**src/rtl/score_display_mux.sv**
```systemverilog
// Multiplexed seven-segment driver: NUM_DIGITS digits share one segment bus, with
// programmable scan rate, per-slot dead time, per-slot digit snapshots and game-over blink.
module score_display_mux #(
  parameter int NUM_DIGITS  = 2,
  parameter int SCAN_DIV    = 1,
  parameter int DEAD_CYCLES = 0,
  parameter int BLINK_BITS  = 10,
  parameter int WIN_SCORE   = 9
) (
  input  logic                    clk,
  input  logic                    reset_n,
  input  logic [4*NUM_DIGITS-1:0] digits_in,
  output logic [6:0]              seg,
  output logic [NUM_DIGITS-1:0]   digit_sel,
  output logic                    game_over
);

  localparam int IDX_W = (NUM_DIGITS > 1) ? $clog2(NUM_DIGITS) : 1;
  localparam int P_W   = (SCAN_DIV > 0) ? SCAN_DIV : 1;
  localparam logic [P_W-1:0]   P_LAST   = P_W'((1 << SCAN_DIV) - 1);
  localparam logic [IDX_W-1:0] IDX_LAST = IDX_W'(NUM_DIGITS - 1);
  localparam logic [3:0]       WIN4     = 4'(WIN_SCORE);

  logic [3:0]            digit_arr [NUM_DIGITS];
  logic [NUM_DIGITS-1:0] digit_hit;
  logic                  game_over_int;
  logic                  active;
  logic                  lit;

  logic [P_W-1:0]        p_q, p_d;
  logic [IDX_W-1:0]      idx_q, idx_d;
  logic [3:0]            snap_q, snap_d;
  logic [BLINK_BITS-1:0] blink_q, blink_d;
  logic                  load_q, load_d;
  logic [6:0]            seg_q, seg_d;
  logic [NUM_DIGITS-1:0] sel_q, sel_d;
  logic                  game_over_q, game_over_d;

  // Only decimal codes light segments; A-F are deliberately blank.
  function automatic logic [6:0] decode_bcd(input logic [3:0] code);
    logic [6:0] pattern;
    case (code)
      4'd0:    pattern = 7'b0111111;
      4'd1:    pattern = 7'b0000110;
      4'd2:    pattern = 7'b1011011;
      4'd3:    pattern = 7'b1001111;
      4'd4:    pattern = 7'b1100110;
      4'd5:    pattern = 7'b1101101;
      4'd6:    pattern = 7'b1111101;
      4'd7:    pattern = 7'b0000111;
      4'd8:    pattern = 7'b1111111;
      4'd9:    pattern = 7'b1101111;
      default: pattern = 7'b0000000;
    endcase
    return pattern;
  endfunction

  generate
    for (genvar gi = 0; gi < NUM_DIGITS; gi++) begin : g_digit
      assign digit_arr[gi] = digits_in[4*gi +: 4];
      assign digit_hit[gi] = (digit_arr[gi] >= WIN4) && (digit_arr[gi] <= 4'd9);
    end
  endgenerate

  assign game_over_int = |digit_hit;

  always_comb begin
    p_d     = (SCAN_DIV == 0) ? '0 : p_q + P_W'(1);
    blink_d = blink_q + BLINK_BITS'(1);
    idx_d   = idx_q;
    snap_d  = snap_q;
    load_d  = 1'b0;
    // The first edge after reset loads digit 0 without advancing, so slot 0 is never skipped.
    if (load_q) begin
      snap_d = digit_arr[idx_q];
    end else if (p_q == P_LAST) begin
      idx_d  = (idx_q == IDX_LAST) ? '0 : idx_q + IDX_W'(1);
      snap_d = digit_arr[idx_d];
    end
  end

  always_comb begin
    active      = (int'(p_q) >= DEAD_CYCLES);
    lit         = !game_over_int || blink_q[BLINK_BITS-1];
    sel_d       = active ? (NUM_DIGITS'(1) << idx_q) : '0;
    seg_d       = (active && lit) ? decode_bcd(snap_q) : 7'd0;
    game_over_d = game_over_int;
  end

  always_ff @(posedge clk or negedge reset_n) begin
    if (!reset_n) begin
      p_q         <= '0;
      idx_q       <= '0;
      snap_q      <= '0;
      blink_q     <= '0;
      load_q      <= 1'b1;
      seg_q       <= '0;
      sel_q       <= '0;
      game_over_q <= 1'b0;
    end else begin
      p_q         <= p_d;
      idx_q       <= idx_d;
      snap_q      <= snap_d;
      blink_q     <= blink_d;
      load_q      <= load_d;
      seg_q       <= seg_d;
      sel_q       <= sel_d;
      game_over_q <= game_over_d;
    end
  end

  assign seg       = seg_q;
  assign digit_sel = sel_q;
  assign game_over = game_over_q;

endmodule

```
**config.mk**
```make
export PLATFORM = sky130hd
export DESIGN_NAME = score_display_mux
export DESIGN_NICKNAME = d
export VERILOG_FILES = /design/src/rtl/score_display_mux.sv
export SDC_FILE = /design/constraint.sdc
export NUM_CORES = 1
export LEC_CHECK = 0
export ABC_AREA = 1
export CAP_MARGIN = 20
export CORE_AREA = 2 2 71 53
export DETAILED_ROUTE_END_ITERATION = 12
export DIE_AREA = 0 0 73 55
export SKIP_LAST_GASP = 1
export SYNTH_ARGS = -nofsm -noshare
export SYNTH_HDL_FRONTEND = slang
export SYNTH_SLANG_ARGS = --single-unit
```
**constraint.sdc**
```tcl
create_clock -name clk -period 1.1 [get_ports clk]
set_clock_uncertainty 0.05 [all_clocks]
set_input_delay 0.33 -clock clk [delete_from_list [all_inputs] [get_ports clk]]
set_output_delay 0.33 -clock clk [all_outputs]
set_load 0.1 [all_outputs]
```
==> results.py, run 1 <==
metrics = {
    "outcome": {
        "outcome": "finished with violations",
        "failed_checks": "setup timing",
    },
    "critical_path": {
        "path_max_fanout": 1,
        "critPathCaptureType": "primary output",
        "r2r_setup_slack_ns": -0.10,
        "start_kind": "flop",
        "reg2reg_depth": 6,
        "cp_cell_sequence": "buf_12",
        "crit_type": "flop to primary output",
        "cp.buffers_inverters": 1,
        "r2r-end": "seg[3]",
        "cpMaxStageDelayCell": "dfrtp_2",
        "worstPathRequired_ns": 0.72,
        "slowest_delay_ns": 0.43,
        "cp.arrival_ns": 0.86,
        "critPathTopFamily": "flip-flops",
        "worstReg2RegStart": "snap_q[1]",
    },
    "power_and_ir_drop": {
        "power.density_nw_per_um2": 1540,
        "finalPower_mw": 3.20,
        "p_leak_nw": 0.999,
        "ir_drop_mv": 0.715,
    },
    "synth": {
        "synthFlopType": "dfrtp_1",
        "yosysTopAreaCell": "dfrtp_1",
        "synth.distinct_cells": 15,
        "synth-edff-count": 0,
        "yosysMostFrequentCell": "nand2_1",
        "syn_inst": 154,
        "ys_async_sr_fraction_pct": 100,
        "synth.area.top_cells": "dfrtp_1 (50%), nand2_1 (13%), inv_1 (8.4%)",
        "netlist_top_cells_count": "nand2_1 (45), inv_1 (29), dfrtp_1 (26)",
        "synth_nets": 170,
        "yosysTopAreaCellShare_pct": 50.4,
        "synth.yosys.warnings": 0,
        "seq_area_frac_synth_pct": 52.5,
        "syn_avg_cell_area_um2": 8.38,
        "ys_ff_latch": 27,
        "syn_area_um2": 1290,
    },
    "layout": {
        "syn_to_final_growth_pct": 60.9,
        "regArea_um2": 694,
        "diodes": 0,
        "stdcell_area_um2": 2080,
        "nNetsFinal": 207,
        "drive_gt1_share_pct": 53.7,
        "fillers": 286,
        "multi_input_area_um2": 746,
    },
    "floorplan": {
        "num_io_pins": 20,
        "die_y_um": 55,
        "chipWidth_um": 73,
        "die_area_um2": 4020,
        "num_rows": 18,
        "coreArea_um2": 3360,
        "start_util_pct": 38.4,
    },
    "global_route": {
        "grt-ovfl-total": 0,
        "grt_pass1_wl_um": 4100,
        "grt_start_max_net_pins": 28,
        "grt_pass1_vias": 940,
        "grt_use_total_pct": 13.4,
        "antenna_found_initial": 0,
    },
    "drt": {
        "drt_iter0_markers": 33,
        "wire_per_inst_um": 11.7,
        "drc": 0,
        "viasPerCell": 4.68,
        "postRouteAntennaNets": 0,
        "wl_um": 2700,
        "dr.pass1.iters": 4,
        "vias": 1077,
    },
    "clock_tree": {
        "cts_tree": "yes",
        "cts_root_buf": "clkbuf_8",
        "path_clk_slew_ns": 0.08,
        "htreeDepth": 1,
        "clock_latency_ns": 0.27,
        "cts_buffers": 3,
        "clk_path_buf_depth": 2,
        "cts.sinks": 27,
    },
    "min_path": {
        "hold_class": "primary input to asynchronous set/reset pin",
    },
    "place": {
        "io_buffers": 19,
        "gp_routability_congestion": 0.864,
        "hpwl_um": 1860,
        "placed_area_um2": 1780,
    },
    "timing": {
        "fmax_ghz": 0.805,
        "rsz0062_at_grt": "true",
        "hold_viol_final": 0,
        "slew_viol_final": 0,
        "finalWorstPathRequiredPeriod_ns": 1.24,
        "fin_crit_sh_pct": 113,
        "setup_viol_count_final": 20,
        "fin_ws_ns": -0.142,
    },
    "job": {
        "maxCapViolCount": 0,
    },
}
-- how the worst max path moves through the flow --
stage / start / slack [ns] / cells after the start / to
after CTS: seg[3] / -0.15 / 1 / seg[3]
after global placement: digits_in[7] / -0.36 / 6 / seg[5]
after global routing: seg[3] / -0.17 / 1 / seg[3]
after floorplan: blink_q[0] / -0.03 / 6 / blink_q[8]
final: seg[3] / -0.14 / 1 / seg[3]
after detailed placement: digits_in[7] / -0.40 / 6 / seg[5]
-- through the flow --
step                hold slack [ns]  util [%]  setup WS (ns)  setup TNS, ns  std cells
floorplan                   -0.0156         -        -0.0343        -0.0647        154
global placement              0.340      53.0         -0.357          -3.31        224
detailed placement            0.334      53.0         -0.405          -3.67        224
CTS                           0.361      57.8         -0.152          -1.73        229
global route                  0.361      61.9         -0.173          -2.64        230
finish                        0.357      61.9         -0.142          -1.66        230
-- layout make-up --
| class | instances | area share [%] |
|---|---|---|
| sequential | 27 | 33.5 |
| inverter | 29 | 5.49 |
| timing repair buffer | 32 | 20.6 |
| multi-input combinational | 98 | 35.9 |
| clock buffer | 4 | 2.17 |
| tap | 40 | 2.41 |
-- cell usage in the layout (no fill, tap or decap) --
| cell | synthesis | final |
|---|---|---|
| nand4_1 | 4 | 4 |
| dlymetal6s2s_1 | 0 | 3 |
| clkbuf_1 | 0 | 1 |
| a21oi_2 | 0 | 6 |
| clkbuf_8 | 0 | 3 |
| nor2_1 | 9 | 4 |
| ha_4 | 0 | 4 |
| ha_2 | 0 | 2 |
| dfstp_2 | 1 | 1 |
| nand3_1 | 17 | 8 |
| buf_4 | 0 | 7 |
| inv_1 | 29 | 19 |
| xor2_1 | 4 | 4 |
| inv_4 | 0 | 2 |
| a21oi_1 | 8 | 2 |
| inv_2 | 0 | 8 |
| nand2_1 | 45 | 24 |
| buf_6 | 0 | 5 |
| dfrtp_2 | 0 | 14 |
| nand3_2 | 1 | 10 |
| o21ai_2 | 0 | 1 |
| buf_12 | 0 | 11 |
| nand2_4 | 0 | 7 |
| nor2_4 | 0 | 3 |
| clkdlybuf4s50_1 | 0 | 6 |
| dfrtp_1 | 26 | 12 |
| nand2_2 | 0 | 14 |
| o21ai_4 | 1 | 1 |
| conb_1 | 1 | 1 |
| nor2_2 | 1 | 3 |
-- repair_timing --
item	CTS	global route
resized for setup	32	43
endpoints found under the setup margin	24	28
hold buffers	0	0
pin swaps	16	21
setup buffers	1	1
-- power breakdown --
part | switching (mW) | total (mW) | internal [mW]
registers | 0.113 | 1.22 | 1.11
logic | 0.886 | 1.43 | 0.543
clock network | 0.286 | 0.545 | 0.259
-- cell families (layout without fill, tap and decap cells) --
logic type	after synthesis	after routing	synth area share, %
AO/OA/AOI/OAI	10	10	4.75
buffers and inverters	29	65	8.44
adder cells (fa/ha/maj)	6	6	5.82
XOR/XNOR	4	4	2.72
AND/OR/NAND/NOR	77	77	25.5
other	1	1	0.291
flip-flops	27	27	52.5
-- registers in the layout (all words and copies together) (netlist names) --
name / flops
blink_q: 10
snap_q: 4
seg: 7
digit_sel: 2
load_q: 1
idx_q: 1
game_over: 1
p_q: 1
-- per-layer routing --
metal,vias to the layer above,wire [um],GRT usage (%)
met4,0,22,1.85
li1,546,-,-
met2,29,1400,24.5
met1,500,1120,16.2
met5,-,0,0
met3,2,162,4.35
No activity file was read; power rests on OpenSTA's default activity.
==> inputs of run 2 (changes only) <==
--- a/config.mk
+++ b/config.mk
@@ -10,6 +10,7 @@
 export CORE_AREA = 2 2 71 53
 export DETAILED_ROUTE_END_ITERATION = 12
 export DIE_AREA = 0 0 73 55
+export PLACE_DENSITY = 0.7
 export SKIP_LAST_GASP = 1
 export SYNTH_ARGS = -nofsm -noshare
 export SYNTH_HDL_FRONTEND = slang
==> run 2 against run 1 <==
Compared with the run above: the run still ends with setup timing left; maximum frequency down 0.34%; core utilization down 0.56 points; power about the same; sequential share of layout area up 0.31 points; first-iteration DRC count up 3.0%; sequential power about the same; final cell count up 0.87%; combinational power about the same; critical path type unchanged; largest power group unchanged.
==> results.py, run 2 (synthesis gave the netlist of run 1 again) <==
metrics = {
    "global_route": {
        "antenna_found_initial": 0,
        "grt_start_max_net_pins": 28,
        "grt_pass1_wl_um": 3780,
        "grt_pass1_vias": 948,
        "grt-ovfl-total": 0,
        "grt_use_total_pct": 12.3,
    },
    "layout": {
        "fillers": 273,
        "syn_to_final_growth_pct": 59.5,
        "layout_commonest_cell": "nand2_1",
        "largest_register_ffs": 10,
        "final_util_pct": 61.3,
        "top_register": "blink_q",
        "drive_gt1_share_pct": 48.4,
        "diodes": 0,
        "stdcell_area_um2": 2060,
        "nNetsFinal": 209,
        "mostFrequentLayoutCells": "nand2_1 (27), inv_1 (23), dfrtp_2 (14)",
    },
    "critical_path": {
        "worstPathRequired_ns": 0.72,
        "cpMaxStageDelayCell": "dfrtp_2",
        "crit_type": "flop to primary output",
        "cp.arrival_ns": 0.87,
        "cp_cell_sequence": "buf_12",
        "critPathCaptureType": "primary output",
        "slowest_delay_ns": 0.43,
        "critPathTopFamily": "flip-flops",
        "start_kind": "flop",
        "path_max_fanout": 1,
        "cp.buffers_inverters": 1,
    },
    "timing": {
        "fin_crit_sh_pct": 113,
        "fmax_ghz": 0.802,
        "hold_viol_final": 0,
        "finalWorstPathRequiredPeriod_ns": 1.25,
        "setup_viol_count_final": 17,
        "rsz0062_at_grt": "true",
        "slew_viol_final": 0,
        "fin_ws_ns": -0.146,
    },
    "power_and_ir_drop": {
        "ir_drop_mv": 0.961,
        "p_leak_nw": 1.01,
        "p_seq_share_pct": 38.4,
        "p_sw_share_pct": 40.3,
        "switching_power_mw": 1.29,
        "finalPower_mw": 3.20,
        "internal-power_mw": 1.91,
        "comb_power_share_pct": 44.3,
        "power.density_nw_per_um2": 1550,
        "pwr-share-clk_pct": 17.3,
    },
    "place": {
        "io_buffers": 19,
        "gp_routability_congestion": 0.894,
        "hpwl_um": 1820,
        "placed_area_um2": 1790,
    },
    "drt": {
        "drc": 0,
        "vias": 1073,
        "postRouteAntennaNets": 0,
        "wl_um": 2520,
        "wire_per_inst_um": 10.9,
        "viasPerCell": 4.63,
        "dr.pass1.iters": 4,
        "drt_iter0_markers": 34,
    },
    "clock_tree": {
        "path_clk_slew_ns": 0.09,
        "htreeDepth": 1,
        "cts_root_buf": "clkbuf_8",
        "cts_buffers": 3,
        "cts.sinks": 27,
        "clock_latency_ns": 0.27,
        "cts_tree": "yes",
        "clk_path_buf_depth": 2,
    },
    "outcome": {
        "failed_checks": "setup timing",
        "outcome": "finished with violations",
    },
    "floorplan": {
        "num_rows": 18,
        "die_area_um2": 4020,
        "num_io_pins": 20,
        "die_y_um": 55,
        "coreArea_um2": 3360,
        "chipWidth_um": 73,
        "start_util_pct": 38.4,
    },
    "job": {
        "maxCapViolCount": 0,
    },
    "min_path": {
        "hold_class": "primary input to asynchronous set/reset pin",
    },
}
[run 2: final timing paths]
kind / from / to / slack, ns / depth (start not counted)
setup / recovery: seg[3] / seg[3] / -0.15 / 1
hold / removal: reset_n / seg[5] / 0.35 / 2
setup reg to reg: snap_q[0] / seg[3] / -0.12 / 6
hold reg to reg: idx_q / digit_sel[1] / 0.38 / 0
max in group asynchronous: reset_n / load_q / 0.42 / 2
min in group clk: digits_in[5] / snap_q[1] / 0.37 / 5
[run 2: metrics by stage]
step / instances / setup slack (ns) / hold slack (ns) / TNS (ns)
after CTS: 230 / -0.160 / 0.356 / -1.71
after global routing: 232 / -0.179 / 0.372 / -2.63
after floorplan: 154 / -0.0343 / -0.0156 / -0.0647
final: 232 / -0.146 / 0.354 / -1.83
after detailed placement: 225 / -0.395 / 0.341 / -3.64
after global placement: 225 / -0.340 / 0.338 / -3.16
[run 2: repair_timing]
| item | in CTS | in global routing |
|---|---|---|
| buffers inserted | 1 | 2 |
| setup endpoints to repair | 24 | 27 |
| pin swaps | 11 | 16 |
| gates resized for setup | 25 | 36 |
| hold buffers | 0 | 0 |
[run 2: metal layers]
metal / vias up / GRT usage [%] / part of all wire [%]
met1: 496 / 14.4 / 44
met5: - / 0 / 0
li1: 550 / - / -
met2: 25 / 23.0 / 52
met3: 2 / 3.26 / 4.3
met4: 0 / 2.78 / 0.40
[run 2: cell type report]
cell class | instances | area (um^2) | share of cell area, %
clock buffers | 3 | 41.3 | 2.01
clock inverters | 1 | 7.51 | 0.365
inverters | 29 | 114 | 5.54
multi-input cells | 98 | 711 | 34.5
flip-flops and latches | 27 | 694 | 33.8
well taps | 40 | 50.0 | 2.43
repair buffers | 34 | 439 | 21.4
[run 2: power by group through the flow]
stage	Sequential [mW]	Clock (mW)	Combinational (mW)
2_1_floorplan	1.72	0	0.235
5_1_grt	1.24	0.611	1.48
4_1_cts	1.22	0.571	1.30
3_5_place_dp	1.23	0	1.24
3_3_place_gp	1.23	0	1.22
6_report	1.23	0.554	1.42
